$ cat src/rtl/mcpu_defs.sv
// Shared definitions for the multi-cycle CPU: opcodes, FSM state encodings and
// the select codes that the datapath muxes decode.
package mcpu_defs;

  localparam logic [5:0] OP_ADD   = 6'b000000;
  localparam logic [5:0] OP_SUB   = 6'b000001;
  localparam logic [5:0] OP_ADDIU = 6'b000010;
  localparam logic [5:0] OP_AND   = 6'b010000;
  localparam logic [5:0] OP_ANDI  = 6'b010001;
  localparam logic [5:0] OP_ORI   = 6'b010010;
  localparam logic [5:0] OP_SLL   = 6'b011000;
  localparam logic [5:0] OP_SLTI  = 6'b100111;
  localparam logic [5:0] OP_SW    = 6'b110000;
  localparam logic [5:0] OP_LW    = 6'b110001;
  localparam logic [5:0] OP_BEQ   = 6'b110100;
  localparam logic [5:0] OP_BNE   = 6'b110101;
  localparam logic [5:0] OP_BLTZ  = 6'b110110;
  localparam logic [5:0] OP_J     = 6'b111000;
  localparam logic [5:0] OP_JR    = 6'b111001;
  localparam logic [5:0] OP_JAL   = 6'b111010;
  localparam logic [5:0] OP_HALT  = 6'b111111;

  typedef enum logic [2:0] {
    S_IF     = 3'b000,
    S_ID     = 3'b001,
    S_EXE_LS = 3'b010,
    S_MEM    = 3'b011,
    S_WB_L   = 3'b100,
    S_EXE_BR = 3'b101,
    S_EXE_AL = 3'b110,
    S_WB_AL  = 3'b111
  } state_e;

  localparam logic [2:0] ALU_ADD = 3'b000;
  localparam logic [2:0] ALU_SUB = 3'b001;
  localparam logic [2:0] ALU_SLL = 3'b010;
  localparam logic [2:0] ALU_OR  = 3'b011;
  localparam logic [2:0] ALU_AND = 3'b100;
  localparam logic [2:0] ALU_SLT = 3'b101;

  localparam logic [1:0] PC_NEXT = 2'b00;
  localparam logic [1:0] PC_BR   = 2'b01;
  localparam logic [1:0] PC_JR   = 2'b10;
  localparam logic [1:0] PC_JMP  = 2'b11;

  localparam logic [1:0] RD_RA = 2'b00;
  localparam logic [1:0] RD_RT = 2'b01;
  localparam logic [1:0] RD_RD = 2'b10;

  typedef enum logic [3:0] {
    CL_NOP, CL_ALU_R, CL_ALU_I, CL_BEQ, CL_BNE, CL_BLTZ,
    CL_LW, CL_SW, CL_J, CL_JR, CL_JAL, CL_HALT
  } iclass_e;

endpackage

$ cat src/rtl/mcpu_op_decode.sv
// Opcode decoder: instruction class plus the selects that depend only on op.
// HALT_EN makes 111111 a halt instruction; otherwise it decodes as a NOP.
module mcpu_op_decode
  import mcpu_defs::*;
(
  input  logic [5:0] op,
  output iclass_e    cls,
  output logic [2:0] alu_op,
  output logic       alu_src_a,
  output logic       alu_src_b,
  output logic       ext_sel
);

  // NOTE: every output gets a default first so no path leaves one unassigned (no latch).
  always_comb begin
    cls       = CL_NOP;
    alu_op    = ALU_ADD;
    alu_src_b = 1'b0;
    alu_src_a = (op == OP_SLL);
    ext_sel   = !(op == OP_ANDI || op == OP_ORI);
    case (op)
      OP_ADD:   cls = CL_ALU_R;
      OP_SUB:   begin cls = CL_ALU_R; alu_op = ALU_SUB; end
      OP_AND:   begin cls = CL_ALU_R; alu_op = ALU_AND; end
      OP_SLL:   begin cls = CL_ALU_R; alu_op = ALU_SLL; end
      OP_ADDIU: begin cls = CL_ALU_I; alu_src_b = 1'b1; end
      OP_ANDI:  begin cls = CL_ALU_I; alu_src_b = 1'b1; alu_op = ALU_AND; end
      OP_ORI:   begin cls = CL_ALU_I; alu_src_b = 1'b1; alu_op = ALU_OR; end
      OP_SLTI:  begin cls = CL_ALU_I; alu_src_b = 1'b1; alu_op = ALU_SLT; end
      OP_LW:    cls = CL_LW;
      OP_SW:    cls = CL_SW;
      OP_BEQ:   cls = CL_BEQ;
      OP_BNE:   cls = CL_BNE;
      OP_BLTZ:  cls = CL_BLTZ;
      OP_J:     cls = CL_J;
      OP_JR:    cls = CL_JR;
      OP_JAL:   cls = CL_JAL;
`ifdef HALT_EN
      OP_HALT:  cls = CL_HALT;
`endif
      default:  cls = CL_NOP;
    endcase
  end

endmodule

$ cat src/rtl/multi_cycle_ctrl.sv
// Multi-cycle CPU control FSM: sequences IF/ID/EXE/MEM/WB and drives all
// datapath enables and selects. HALT_EN enables the HALT instruction.
module multi_cycle_ctrl
  import mcpu_defs::*;
#(
  parameter int OP_W    = 6,
  parameter int STATE_W = 3
) (
  input  logic               CLK,
  input  logic               RST,
  input  logic [OP_W-1:0]    op,
  input  logic               zero,
  input  logic               sign,
  output logic               PCWre,
  output logic               IRWre,
  output logic               RegWre,
  output logic [1:0]         RegDst,
  output logic               WrRegDSrc,
  output logic               ALUSrcA,
  output logic               ALUSrcB,
  output logic [2:0]         ALUOp,
  output logic               ExtSel,
  output logic               mRD,
  output logic               mWR,
  output logic               DBDataSrc,
  output logic [1:0]         PCSrc,
  output logic [STATE_W-1:0] state
);

  state_e     cur;
  iclass_e    cls;
  logic [2:0] dec_alu_op;
  logic       dec_src_a;
  logic       dec_src_b;
  logic       dec_ext;
  logic       taken;

  mcpu_op_decode u_decode (
    .op        (op),
    .cls       (cls),
    .alu_op    (dec_alu_op),
    .alu_src_a (dec_src_a),
    .alu_src_b (dec_src_b),
    .ext_sel   (dec_ext)
  );

  assign state = cur;
  assign taken = (cls == CL_BEQ && zero) || (cls == CL_BNE && !zero) || (cls == CL_BLTZ && sign);

  // NOTE: state is the only register; non-blocking assignment keeps edge semantics exact.
  always_ff @(posedge CLK or posedge RST) begin
    if (RST) begin
      cur <= S_IF;
    end else begin
      case (cur)
        S_IF: cur <= S_ID;
        S_ID: begin
          case (cls)
            CL_ALU_R, CL_ALU_I:        cur <= S_EXE_AL;
            CL_BEQ, CL_BNE, CL_BLTZ:   cur <= S_EXE_BR;
            CL_LW, CL_SW:              cur <= S_EXE_LS;
            CL_HALT:                   cur <= S_ID;
            default:                   cur <= S_IF;
          endcase
        end
        S_EXE_AL: cur <= S_WB_AL;
        S_EXE_LS: cur <= S_MEM;
        S_MEM:    cur <= (cls == CL_LW) ? S_WB_L : S_IF;
        default:  cur <= S_IF;
      endcase
    end
  end

  // Outputs are combinational and gated by RST so a write strobe drops in the same cycle.
  always_comb begin
    PCWre     = 1'b0;
    IRWre     = 1'b0;
    RegWre    = 1'b0;
    RegDst    = RD_RA;
    WrRegDSrc = 1'b0;
    ALUSrcA   = 1'b0;
    ALUSrcB   = 1'b0;
    ALUOp     = ALU_ADD;
    ExtSel    = 1'b0;
    mRD       = 1'b0;
    mWR       = 1'b0;
    DBDataSrc = 1'b0;
    PCSrc     = PC_NEXT;
    if (!RST) begin
      ALUSrcA = dec_src_a;
      ExtSel  = dec_ext;
      case (cur)
        S_IF: IRWre = 1'b1;
        S_ID: begin
          case (cls)
            CL_J:  begin PCSrc = PC_JMP; PCWre = 1'b1; end
            CL_JR: begin PCSrc = PC_JR;  PCWre = 1'b1; end
            CL_JAL: begin
              RegWre = 1'b1; RegDst = RD_RA; WrRegDSrc = 1'b0;
              PCSrc  = PC_JMP; PCWre = 1'b1;
            end
            CL_ALU_R, CL_ALU_I, CL_BEQ, CL_BNE, CL_BLTZ, CL_LW, CL_SW, CL_HALT: ;
            default: PCWre = 1'b1;
          endcase
        end
        S_EXE_AL: begin
          ALUOp = dec_alu_op; ALUSrcB = dec_src_b;
        end
        S_WB_AL: begin
          ALUOp  = dec_alu_op; ALUSrcB = dec_src_b;
          RegWre = 1'b1; WrRegDSrc = 1'b1; PCWre = 1'b1;
          RegDst = (cls == CL_ALU_R) ? RD_RD : RD_RT;
        end
        S_EXE_BR: begin
          ALUOp = ALU_SUB; PCWre = 1'b1;
          PCSrc = taken ? PC_BR : PC_NEXT;
        end
        S_EXE_LS: begin
          ALUOp = ALU_ADD; ALUSrcB = 1'b1; ExtSel = 1'b1;
        end
        S_MEM: begin
          ALUOp = ALU_ADD; ALUSrcB = 1'b1; ExtSel = 1'b1;
          if (cls == CL_SW) begin
            mWR = 1'b1; PCWre = 1'b1;
          end else begin
            mRD = 1'b1;
          end
        end
        S_WB_L: begin
          ALUOp  = ALU_ADD; ALUSrcB = 1'b1; ExtSel = 1'b1;
          RegWre = 1'b1; RegDst = RD_RT; DBDataSrc = 1'b1; WrRegDSrc = 1'b1; PCWre = 1'b1;
        end
        default: ;
      endcase
    end
  end

endmodule

$ cat config.mk
export PLATFORM = sky130hd
export DESIGN_NAME = multi_cycle_ctrl
export DESIGN_NICKNAME = d
export VERILOG_FILES = /design/src/rtl/mcpu_defs.sv /design/src/rtl/mcpu_op_decode.sv /design/src/rtl/multi_cycle_ctrl.sv
export SDC_FILE = /design/constraint.sdc
export NUM_CORES = 1
export LEC_CHECK = 0
export CAP_MARGIN = 0
export CORE_MARGIN = 5
export CORE_UTILIZATION = 45
export DETAILED_ROUTE_END_ITERATION = 8
export PLACE_DENSITY = 0.82
export SYNTH_ARGS = -nofsm -noshare
export SYNTH_HDL_FRONTEND = slang
export SYNTH_HIERARCHICAL = 1
export SYNTH_SLANG_ARGS = --single-unit
$ cat constraint.sdc
create_clock -name CLK -period 4.9 [get_ports CLK]
set_input_delay 1.47 -clock CLK [delete_from_list [all_inputs] [get_ports CLK]]
set_output_delay 1.47 -clock CLK [all_outputs]
set_load 0.005 [all_outputs]
==> results.yml <==
cts:
  postCtsHoldBufs: 0
  clock_path_buffers: 2
  cts_num_sinks: 3
  path_clk_slew_ns: 0.03
  h-tree-depth: 1
  cts_made_buffers: 3
  root_buffer: "clkbuf_4"
  clock_latency_ns: 0.23
  cts_tree: "yes"
synthesis:
  synth.top_cell.area_share_pct: 8.38
  async_flop_share_pct: 100
  yosys-top-cells-count: "a21oi_1 (10), nand2_1 (10), inv_1 (9), nor2_1 (9), nor3_1 (8)"
  yosysTopAreaCell: "dfrtp_1"
  synth-main-ff-cell: "dfrtp_1"
  synth_nets: 142
  yosys_warnings: 6
  syn_inst: 127
  seq_area_frac_synth_pct: 8.38
  synth_edf_count: 0
  synth_area_leaders: "dfrtp_1 (8.4%), ha_1 (7.0%), a21oi_1 (5.6%), buf_6 (5.0%), nor4b_2 (5.0%)"
  ys_ff_latch: 3
  synth_cell_types: 46
  syn_avg_cell_area_um2: 7.05
  synthesis.area_um2: 896
worst_hold_path:
  hp-class: "register to register"
sta:
  finalCritPeriodShare_pct: 97.8
  slew_violations: 0
  post-route-min-period_ns: 4.79
  setup_violations: 0
  max_freq_mhz: 209
  worstMarginPinSlew_ns: 0.535
  whs_ns: 0.682
  clock_skew_ns: 0.00353
  finalHoldViolations: 0
  slew-limit-headroom_pct: 64.3
critical_path:
  crit_fanout: 6
  cp-end-kind: "primary output"
  critPathBufInv: 5
  cpLargestDelayFamily: "buffers and inverters"
  crit_chain: "buf_2 -> buf_6 -> and4b_1 -> o21ai_2 -> o211ai_1 -> buf_4 -> buf_4 -> ha_4 -> nor2b_1 -> o21a_1 -> o32ai_2 -> buf_2"
  path_class: "primary input to primary output"
  cp.arrival_ns: 3.32
  cp-start-kind: "primary input"
  required_ns: 3.43
  critPathSlowestCell: "o32ai_2"
  cpPeakStageDelay_ns: 0.24
floorplanning:
  core.rowCount: 16
  start_util_pct: 46.6
  die_height_um: 54.6
  core_um2: 1920
  die_x_um: 54.6
  die-area_um2: 2980
  num_io_pins: 30
detailed_routing:
  num_vias: 1196
  drc: 0
  drtPass1Iterations: 4
  drtAntennaViolNets: 0
  drt_first_iter_violations: 16
  via_per_inst: 5.51
  wl_um: 3200
  wl_per_cell_um: 14.8
power:
  power.density_nw_per_um2: 213
  irDropWorstVdd_v: 0.000221
  p_total_mw: 0.327
  cellLeakagePower_nw: 0.702
global_route:
  antenna_found_initial: 0
  grt_max_degree: 21
  track_usage_pct: 21.8
  first_global_vias: 1194
  gr-total-overflow: 0
  grt_pass1_wl_um: 4900
layout:
  synthToLayoutAreaGrowth_pct: 70.9
  drive_gt1_share_pct: 38.4
  fin_nets: 206
  largest_reg_flops: 3
  fillers: 154
  num_antenna_cells: 0
place:
  gp_congestion: 0.851
  numPortBuffers: 29
  place_hpwl_um: 2240
status:
  status: "complete, no violations"
run:
  maxCapViolCount: 0
-- layout make-up --
cell class	instances	area (µm²)	share of cell area (%)
multi-input cells	105	808	52.8
clock buffers	4	26.3	1.72
inverters	9	33.8	2.21
repair buffers	69	554	36.2
flip-flops and latches	3	75.1	4.90
well taps	27	33.8	2.21
-- routing by layer --
metal / routed length, µm / global-route usage (%) / vias up
met4: 108 / 11.2 / 0
met1: 1230 / 22.9 / 551
li1: - / - / 583
met3: 157 / 2.45 / 14
met2: 1710 / 41.5 / 48
met5: 0 / 0 / -
-- path summary, 6_finish.rpt --
path,start,endpoint,slack (ns),cells after the start
min in group asynchronous,RST,state[1],1.61,3
worst max-delay path,op[5],PCWre,0.11,12
worst min register to register,state[0],state[0],0.68,1
max in group asynchronous,RST,state[0],3.14,3
worst min-delay path,state[0],state[0],0.68,1
worst max register to register,state[1],state[2],3.62,3
-- logic make-up (layout without fill, tap and decap cells) --
family | Yosys count | count (layout) | share of synthesized area [%]
buffers and inverters | 19 | 82 | 12.4
AND/OR/NAND/NOR | 64 | 64 | 44.1
XOR/XNOR | 3 | 3 | 2.93
flip-flops | 3 | 3 | 8.38
multiplexers | 2 | 2 | 2.37
adder cells (fa/ha/maj) | 5 | 5 | 6.98
AO/OA/AOI/OAI | 31 | 31 | 22.8
-- metrics by stage --
stage          instances  setup WS, ns  setup TNS, ns  utilization, %  instance area [µm²]
6_report             217         0.109              0            79.7                 1530
5_1_grt              217       -0.0156        -0.0161            79.7                 1530
4_1_cts              214       0.00187              0            77.1                 1480
3_5_place_dp         203        -0.731          -4.48            71.2                 1370
3_3_place_gp         203        -0.670          -3.71            71.2                 1370
2_1_floorplan        127         0.303              0               -                  896
-- power by group --
group / switching [mW] / internal (mW) / total (mW)
logic: 0.0900 / 0.122 / 0.212
clock network: 0.0129 / 0.0305 / 0.0435
registers: 0.0372 / 0.0346 / 0.0719
total: 0.140 / 0.187 / 0.327
-- placed cells by master, fill, tap and decap left out, types with 4 or more instances in the layout --
| master | n |
|---|---|
| nor2_1 | 9 |
| nor2b_1 | 6 |
| nor3_1 | 6 |
| and3_1 | 4 |
| nand2b_1 | 4 |
| a21oi_1 | 10 |
| buf_4 | 37 |
| dlygate4sd2_1 | 6 |
| buf_2 | 5 |
| inv_1 | 9 |
| nand2_1 | 10 |
| clkdlybuf4s50_1 | 15 |
-- repair_timing --
action	in CTS	in global routing
setup buffers	7	3
resized for setup	41	18
pin swaps	9	8
setup endpoints to repair	12	7
Power figures use the tool's default switching activity.
